`src/rtl/rx_fifo_if.sv`:
```
// rx_fifo_if -- bundle of the UART-side and consumer-side signals of rx_fifo.
//
//   UART side     : rx_data, valid, brk  (to FIFO), rd (from FIFO)
//   Consumer side : out_rd (to FIFO), out_data, out_valid, count, full (from FIFO)
//
// The line-break indication is named brk because "break" is a reserved
// keyword in SystemVerilog and cannot be used as a plain identifier.
//
// Modports:
//   slave  - the FIFO itself
//   master - the environment (UART + consumer) driving the FIFO
interface rx_fifo_if #(
    parameter int DEPTH_LOG2 = 4
);
    logic [7:0]            rx_data;
    logic                  valid;
    logic                  brk;
    logic                  rd;
    logic [7:0]            out_data;
    logic                  out_valid;
    logic                  out_rd;
    logic [DEPTH_LOG2:0]   count;
    logic                  full;

    modport slave (
        input  rx_data, valid, brk, out_rd,
        output rd, out_data, out_valid, count, full
    );

    modport master (
        output rx_data, valid, brk, out_rd,
        input  rd, out_data, out_valid, count, full
    );
endinterface

```
`src/rtl/rx_fifo.sv`:
```
// rx_fifo -- receive FIFO between a UART and a byte consumer.
//
// A two-state input handshake (IDLE/WAIT) captures one byte per UART
// "valid" assertion and acknowledges it with a single-cycle rd pulse. The
// UART must drop valid before the next byte is accepted, so a byte that is
// held on valid is never written twice. When full, the byte is left pending
// at the UART (no rd) until a slot frees up.
//
// Ports:
//   clk    - system clock, rising edge
//   rst_n  - asynchronous active-low reset
//   bus    - rx_fifo_if.slave: rx_data/valid/brk/rd toward the UART,
//            out_data/out_valid/out_rd/count/full toward the consumer
//
// Configuration:
//   RX_FIFO_BREAK_FLUSH_EN - when defined, brk=1 flushes the FIFO at the
//   clock edge (pointers, count cleared, handshake back to IDLE, any push or
//   pop in that cycle dropped). When undefined, brk is ignored.
module rx_fifo #(
    parameter int DEPTH_LOG2 = 4
) (
    input  logic       clk,
    input  logic       rst_n,
    rx_fifo_if.slave   bus
);
    localparam int DEPTH = 1 << DEPTH_LOG2;
    localparam logic [DEPTH_LOG2:0] CNT_FULL = (DEPTH_LOG2 + 1)'(DEPTH);

    localparam logic [0:0] S_IDLE = 1'b0;
    localparam logic [0:0] S_WAIT = 1'b1;

    logic [0:0]            state;
    logic                  rd_q;
    logic [DEPTH_LOG2-1:0] wr_ptr;
    logic [DEPTH_LOG2-1:0] rd_ptr;
    logic [DEPTH_LOG2:0]   cnt;
    logic [7:0]            mem [DEPTH];

    logic full_w;
    logic empty_w;
    logic flush;
    logic push;
    logic pop;

`ifdef RX_FIFO_BREAK_FLUSH_EN
    assign flush = bus.brk;
`else
    // brk stays on the interface but has no effect in this build.
    logic unused_brk;
    assign unused_brk = bus.brk;
    assign flush      = 1'b0;
`endif

    assign full_w  = (cnt == CNT_FULL);
    assign empty_w = (cnt == '0);

    // full is registered state, so a pop while full frees the slot at this
    // edge and the pending byte is captured on the following one.
    assign push = (state == S_IDLE) && bus.valid && !full_w && !flush;
    assign pop  = bus.out_rd && !empty_w && !flush;

    always_ff @(posedge clk or negedge rst_n) begin
        if (!rst_n) begin
            state  <= S_IDLE;
            rd_q   <= 1'b0;
            wr_ptr <= '0;
            rd_ptr <= '0;
            cnt    <= '0;
        end else if (flush) begin
            state  <= S_IDLE;
            rd_q   <= 1'b0;
            wr_ptr <= '0;
            rd_ptr <= '0;
            cnt    <= '0;
        end else begin
            case (state)
                S_IDLE: begin
                    rd_q <= push;
                    if (push) state <= S_WAIT;
                end
                S_WAIT: begin
                    rd_q <= 1'b0;
                    // Hold here until the UART releases valid.
                    if (!bus.valid) state <= S_IDLE;
                end
                default: begin
                    rd_q  <= 1'b0;
                    state <= S_IDLE;
                end
            endcase

            if (push) wr_ptr <= wr_ptr + 1'b1;
            if (pop)  rd_ptr <= rd_ptr + 1'b1;

            case ({push, pop})
                2'b10:   cnt <= cnt + 1'b1;
                2'b01:   cnt <= cnt - 1'b1;
                default: cnt <= cnt;
            endcase
        end
    end

    // Storage is deliberately not reset; out_data is only meaningful while
    // out_valid is high.
    always_ff @(posedge clk) begin
        if (push) mem[wr_ptr] <= bus.rx_data;
    end

    assign bus.rd        = rd_q;
    assign bus.out_data  = mem[rd_ptr];
    assign bus.out_valid = !empty_w;
    assign bus.count     = cnt;
    assign bus.full      = full_w;
endmodule

```
`src/flat_wrapper.sv`:
```
// flat-port wrapper written by rule: the top's interface ports become plain ports
module rx_fifo_flat 
#(
    parameter int DEPTH_LOG2 = 4
)
  (clk, rst_n, bus_rx_data, bus_valid, bus_brk, bus_out_rd, bus_rd, bus_out_data, bus_out_valid, bus_count, bus_full);
  rx_fifo_if #(.DEPTH_LOG2(DEPTH_LOG2)) bus_i ();
  input  logic clk;
  input  logic rst_n;
  input wire logic [$bits(bus_i.rx_data)-1:0] bus_rx_data;
  input wire logic [$bits(bus_i.valid)-1:0] bus_valid;
  input wire logic [$bits(bus_i.brk)-1:0] bus_brk;
  input wire logic [$bits(bus_i.out_rd)-1:0] bus_out_rd;
  output wire logic [$bits(bus_i.rd)-1:0] bus_rd;
  output wire logic [$bits(bus_i.out_data)-1:0] bus_out_data;
  output wire logic [$bits(bus_i.out_valid)-1:0] bus_out_valid;
  output wire logic [$bits(bus_i.count)-1:0] bus_count;
  output wire logic [$bits(bus_i.full)-1:0] bus_full;
  assign bus_i.rx_data = bus_rx_data;
  assign bus_i.valid = bus_valid;
  assign bus_i.brk = bus_brk;
  assign bus_i.out_rd = bus_out_rd;
  assign bus_rd = bus_i.rd;
  assign bus_out_data = bus_i.out_data;
  assign bus_out_valid = bus_i.out_valid;
  assign bus_count = bus_i.count;
  assign bus_full = bus_i.full;
  rx_fifo #(.DEPTH_LOG2(DEPTH_LOG2)) u_core (.clk(clk), .rst_n(rst_n), .bus(bus_i));
endmodule
```
`config.mk`:
```
export PLATFORM = sky130hd
export DESIGN_NAME = rx_fifo_flat
export DESIGN_NICKNAME = d
export VERILOG_FILES = /design/src/rtl/rx_fifo_if.sv /design/src/rtl/rx_fifo.sv /design/src/flat_wrapper.sv
export SDC_FILE = /design/constraint.sdc
export NUM_CORES = 1
export LEC_CHECK = 0
export CELL_PAD_IN_SITES_DETAIL_PLACEMENT = 0
export CELL_PAD_IN_SITES_GLOBAL_PLACEMENT = 1
export CORE_MARGIN = 2
export CORE_UTILIZATION = 30
export DETAILED_ROUTE_END_ITERATION = 12
export GPL_TIMING_DRIVEN = 0
export PLACE_DENSITY_LB_ADDON = 0.08
export RECOVER_POWER = 100
export SKIP_CTS_REPAIR_TIMING = 1
export SYNTH_ARGS = -nofsm -noshare
export SYNTH_HDL_FRONTEND = slang
export SYNTH_SLANG_ARGS = --single-unit
```
`constraint.sdc`:
```
create_clock -name clk -period 7.1 [get_ports clk]
set_input_delay 1.42 -clock clk [delete_from_list [all_inputs] [get_ports clk]]
set_output_delay 1.42 -clock clk [all_outputs]
set_load 0.005 [all_outputs]
```
---- After elaboration in Yosys (flattened, before gate mapping) ----
Memories as Yosys holds them, arrays and structs flattened.
Index checks and enable logic that the tools add are counted.
storage, ports and cells
  bits in registers ....................... 15
  bits in writable memories ............... 128
  input bits .............................. 13
  output and inout port bits .............. 16
  memories ................................ 1
cells by class
  add/subtract/negate cells ............... 4
  equal/unequal tests ..................... 3
  multiplexer cells ....................... 6
  bitwise gates (word level) .............. 1
  reductions and logical operators ........ 7
memories
  memory      words  width  rd ports  clocked after memory_dff  wr ports  line           source
  u_core.mem  16     8      1         0                         1         rx_fifo.sv:37  logic [7:0] mem [DEPTH];
operators with widths
  kind                                                                   number
  5-bit one-hot mux with 2 select lines                                  1
  4-bit by 1-bit adder with 4-bit output, second input constant          2
  5-bit by 1-bit adder with 5-bit output, second input constant          1
  5-bit equality test, second input constant                             1
  5-bit logical NOT                                                      1
  5-bit by 1-bit subtractor with 5-bit output, second input constant     1
  1-bit one-hot mux with 2 select lines                                  2
  1-bit logical AND                                                      3
  1-bit two-way mux                                                      3
  2-bit by 1-bit equality test with 1-bit output, second input constant  1
  2-bit equality test, second input constant                             1
  1-bit logical NOT                                                      2
  2-bit nonzero test                                                     1
  1-bit inverter                                                         1

---- Longest topological paths before layout ----
  word-level depth ........................ 5
  depth in mapped cells ................... 13

---- Worst setup path after synthesis ----
OpenSTA, ideal clock, no wires.
  path type ............................... in2reg
  from .................................... input bus_valid
  to ...................................... register u_core.cnt[4], in the netlist u_core.bus.count[4]
  arrival ................................. 3.189 ns
  data required time ...................... 6.976 ns
  path slack .............................. 3.787 ns
  cell stages on the path ................. 11
  cells stage by stage .................... and3b_1 buf_6 inv_2 ha_1 inv_1 fa_1 nor2b_1 o21ai_0 nand3_1 or3b_1 xnor2_1
between the ends
  word-level cells in the longest chain between the ends .. 4
RTL lines
  what                                                                                          line                source
  start, declared                                                                               flat_wrapper.sv:11  input wire logic [$bits(bus_i.valid)-1:0] bus_valid;
  1-bit logical AND (*) (2 in a row)                                                            rx_fifo.sv:59       assign push = (state == S_IDLE) && bus.valid && !full_w && !flush;
  2-bit by 1-bit equality test with 1-bit output / 2-bit equality test (equally long branches)  rx_fifo.sv:95       case ({push, pop})
  5-bit one-hot mux with 2 select lines / 2-bit nonzero test (equally long branches)            n/a
  end signal, assigned                                                                          rx_fifo.sv:96       2'b10: cnt <= cnt + 1'b1;
  end signal, assigned                                                                          rx_fifo.sv:97       2'b01: cnt <= cnt - 1'b1;
  end signal, assigned                                                                          rx_fifo.sv:98       default: cnt <= cnt;
  end, declared                                                                                 rx_fifo.sv:36       logic [DEPTH_LOG2:0] cnt;
Every way passes the cells marked *; elsewhere a longest branch is shown, timed or not.
A chain may end at the register's enable or synchronous reset.

---- Worst setup path in the final report ----
  from .................................... register u_core.rd_ptr[1]
  to ...................................... output bus_out_data[6]
between the ends
  word-level cells in the longest chain between the ends .. 1
RTL lines
  what                    line                source
  start, declared         rx_fifo.sv:35       logic [DEPTH_LOG2-1:0] rd_ptr;
  start signal, assigned  rx_fifo.sv:93       if (pop) rd_ptr <= rd_ptr + 1'b1;
  memory read 16 x 8 bit  n/a
  end, declared           flat_wrapper.sv:15  output wire logic [$bits(bus_i.out_data)-1:0] bus_out_data;
No other way between the ends.

==> impl_metrics.ini <==
[cts]
tritoncts = yes
clk_pin_slew_worst_paths_ps = 60
cts_max_path_buffers = 2
h-tree-depth = 4
root_buffer = clkbuf_16
cts_sinks = 143
clk-insertion-delay-late_ps = 420
cts_buffers = 17

[die]
start_util = 0.303
die_w_um = 143
core_area_um2 = 19300
dieArea_um2 = 20600
core.rowCount = 51
ios = 29
die_h_um = 143

[routing]
ant_nets = 0
dr.first_iter.drc_count = 171
routed_via_density = 4.58
drc_errors = 0
vias = 3006
wl_per_cell_um = 20.8
drt-total-wl_um = 13600
drt_pre_antenna_iters = 4

[setup_path]
crit_start = u_core.rd_ptr[1]
r2r_start = u_core.bus.count[0]
cp_slowest_cell = clkbuf_1
timing.rr.end = u_core.bus.count[4]
reg2regPathDepth = 13
cp-end-kind = output port
critPathKind = register to output port
crit_path_frequent_cell = clkbuf_1
crit_chain = clkbuf_1 > clkbuf_1 > mux4_2 > a22oi_1 > nand2_1 > dlygate4sd3_1
start_kind = register
crit_path_max_incr_delay_ps = 600
cp_max_fo = 10
cp.arrival_ps = 3260
reg2reg_slack_ps = 3810
required_ps = 5680

[place]
dp_hpwl_um = 8840
routabilityCongestion = 0.699
place_inst = 624
port_buffers = 27
pre_cts_ws_ps = 3110

[layout]
drive_gt1_frac = 0.159
utilization = 0.362
final_common_cell = edfxtp_1
area_growth_pct = 19.5
antenna_cells = 0
layout_common_cells = edfxtp_1, mux2i_1, dlygate4sd3_1
nNetsFinal = 401
stdcell_count = 656

[hold_path]
min_path_type = register to register
hp-start = u_core.state
hold_depth = 1
worstHoldEndpoint = u_core.state

[synthesis]
synth-async-reset-ratio = 0.105
synth-main-ff-cell = edfxtp_1
synth_cells = 332
synth_cell_types = 36
synth_edf_count = 128
syn_avg_cell_area_um2 = 17.6
synth_nets = 355
yosysSeqAreaShare = 0.723
synth_area_um2 = 5840
ys_ff_latch = 143
ys_warn_count = 0

[power]
power_frac_clock = 0.304
pwr-share-comb = 0.319
power.leakage_nw = 2.41
swShare = 0.323
p_seq_frac = 0.377
ir_worst_vdd_mv = 0.167
power.density_nw_per_um2 = 399
p_sw_w = 0.000900
power.internal_w = 0.00189

[grt]
grt_pass1_vias = 3047
grt_overflow = 0
track_usage = 0.143
grt_max_degree = 17
antenna_found_initial = 0
grt_pass1_wl_um = 20200

[timing]
min_period_ps = 4680
slew_headroom = 0.440
period_share = 0.660
skew_ps = 9.08
final_hold_viol_count = 0
tightest_slew_ps = 839
finalSetupTns_ps = 0
maxSlewViolCount = 0
rsz0062_at_grt = no
worst_slack_ps = 2420
setup-violations-final = 0
max_freq_ghz = 0.214

[run_status]
outcome = complete, no violations

[job]
maxCapViolCount = 0
sequential cells by signal (all words and copies together), names as in the netlist:
signal,count
u_core.bus.count,5
u_core.bus.rd,1
u_core.mem,128
u_core.rd_ptr,4
u_core.state,1
u_core.wr_ptr,4
cell usage after synthesis (6+ instances only):
master    count  share of area
and3_1        8         0.0086
a21oi_1      10         0.0086
o21ai_0      20          0.017
mux2_2        8          0.015
buf_4         6         0.0077
xnor2_1       7          0.011
and2_1       10          0.011
edfxtp_1    128           0.66
ha_1          9          0.019
dfrtp_1      15          0.064
nand2_1      15         0.0096
a221oi_1      8          0.012
inv_1         7         0.0045
a22oi_1       8          0.010
mux4_2       16          0.062
mux2i_1      25          0.043
cell type report:
cell class	count	area, um^2
clock buffers	17	425
fillers	1870	12300
repair buffers	27	270
plain buffers	17	88.8
flip-flops and latches	143	4220
inverters	8	30.0
well taps	265	332
multi-input cells	164	1470
clock inverters	15	136
worst max path at each step:
stage / to
final: bus_out_data[6]
after global routing: bus_out_data[5]
after CTS: bus_out_data[3]
after detailed placement: u_core.bus.count[4]
after global placement: u_core.bus.count[4]
after floorplan: u_core.bus.count[4]
stage by stage:
stage,total power [W],area [um^2],hold slack [ps]
2_1_floorplan,0.00162,5840,456
3_3_place_gp,0.00201,6440,469
3_5_place_dp,0.00201,6440,475
4_1_cts,0.00287,7000,490
5_1_grt,0.00294,6980,502
6_report,0.00279,6980,485
worst max-delay path: cells and delay by family, from the launching register on:
kind	cells	cell delay, ps
buffers and inverters	3	1720
multiplexers	1	460
flip-flops	1	360
AO/OA/AOI/OAI	1	210
AND/OR/NAND/NOR	1	80
power by group through the flow:
stage	clock network (W)	registers [W]	logic, W
2_1_floorplan	0	0.00105	0.000567
3_3_place_gp	0	0.00107	0.000942
3_5_place_dp	0	0.00107	0.000943
4_1_cts	0.000867	0.00105	0.000946
5_1_grt	0.000901	0.00106	0.000980
6_report	0.000847	0.00105	0.000889
layer usage:
metal,share of wire,track usage
met1,0.49,0.201
met2,0.47,0.219
met3,0.024,0.0267
met4,0.016,0.0588
met5,0,0
cells by family after synthesis:
family	after synthesis	share of synthesized area
flip-flops	143	0.723
multiplexers	50	0.123
AO/OA/AOI/OAI	48	0.0506
AND/OR/NAND/NOR	46	0.0442
buffers and inverters	25	0.0221
XOR/XNOR	10	0.0150
adder cells (fa/ha/maj)	10	0.0227
Power figures use the tool's default switching activity.
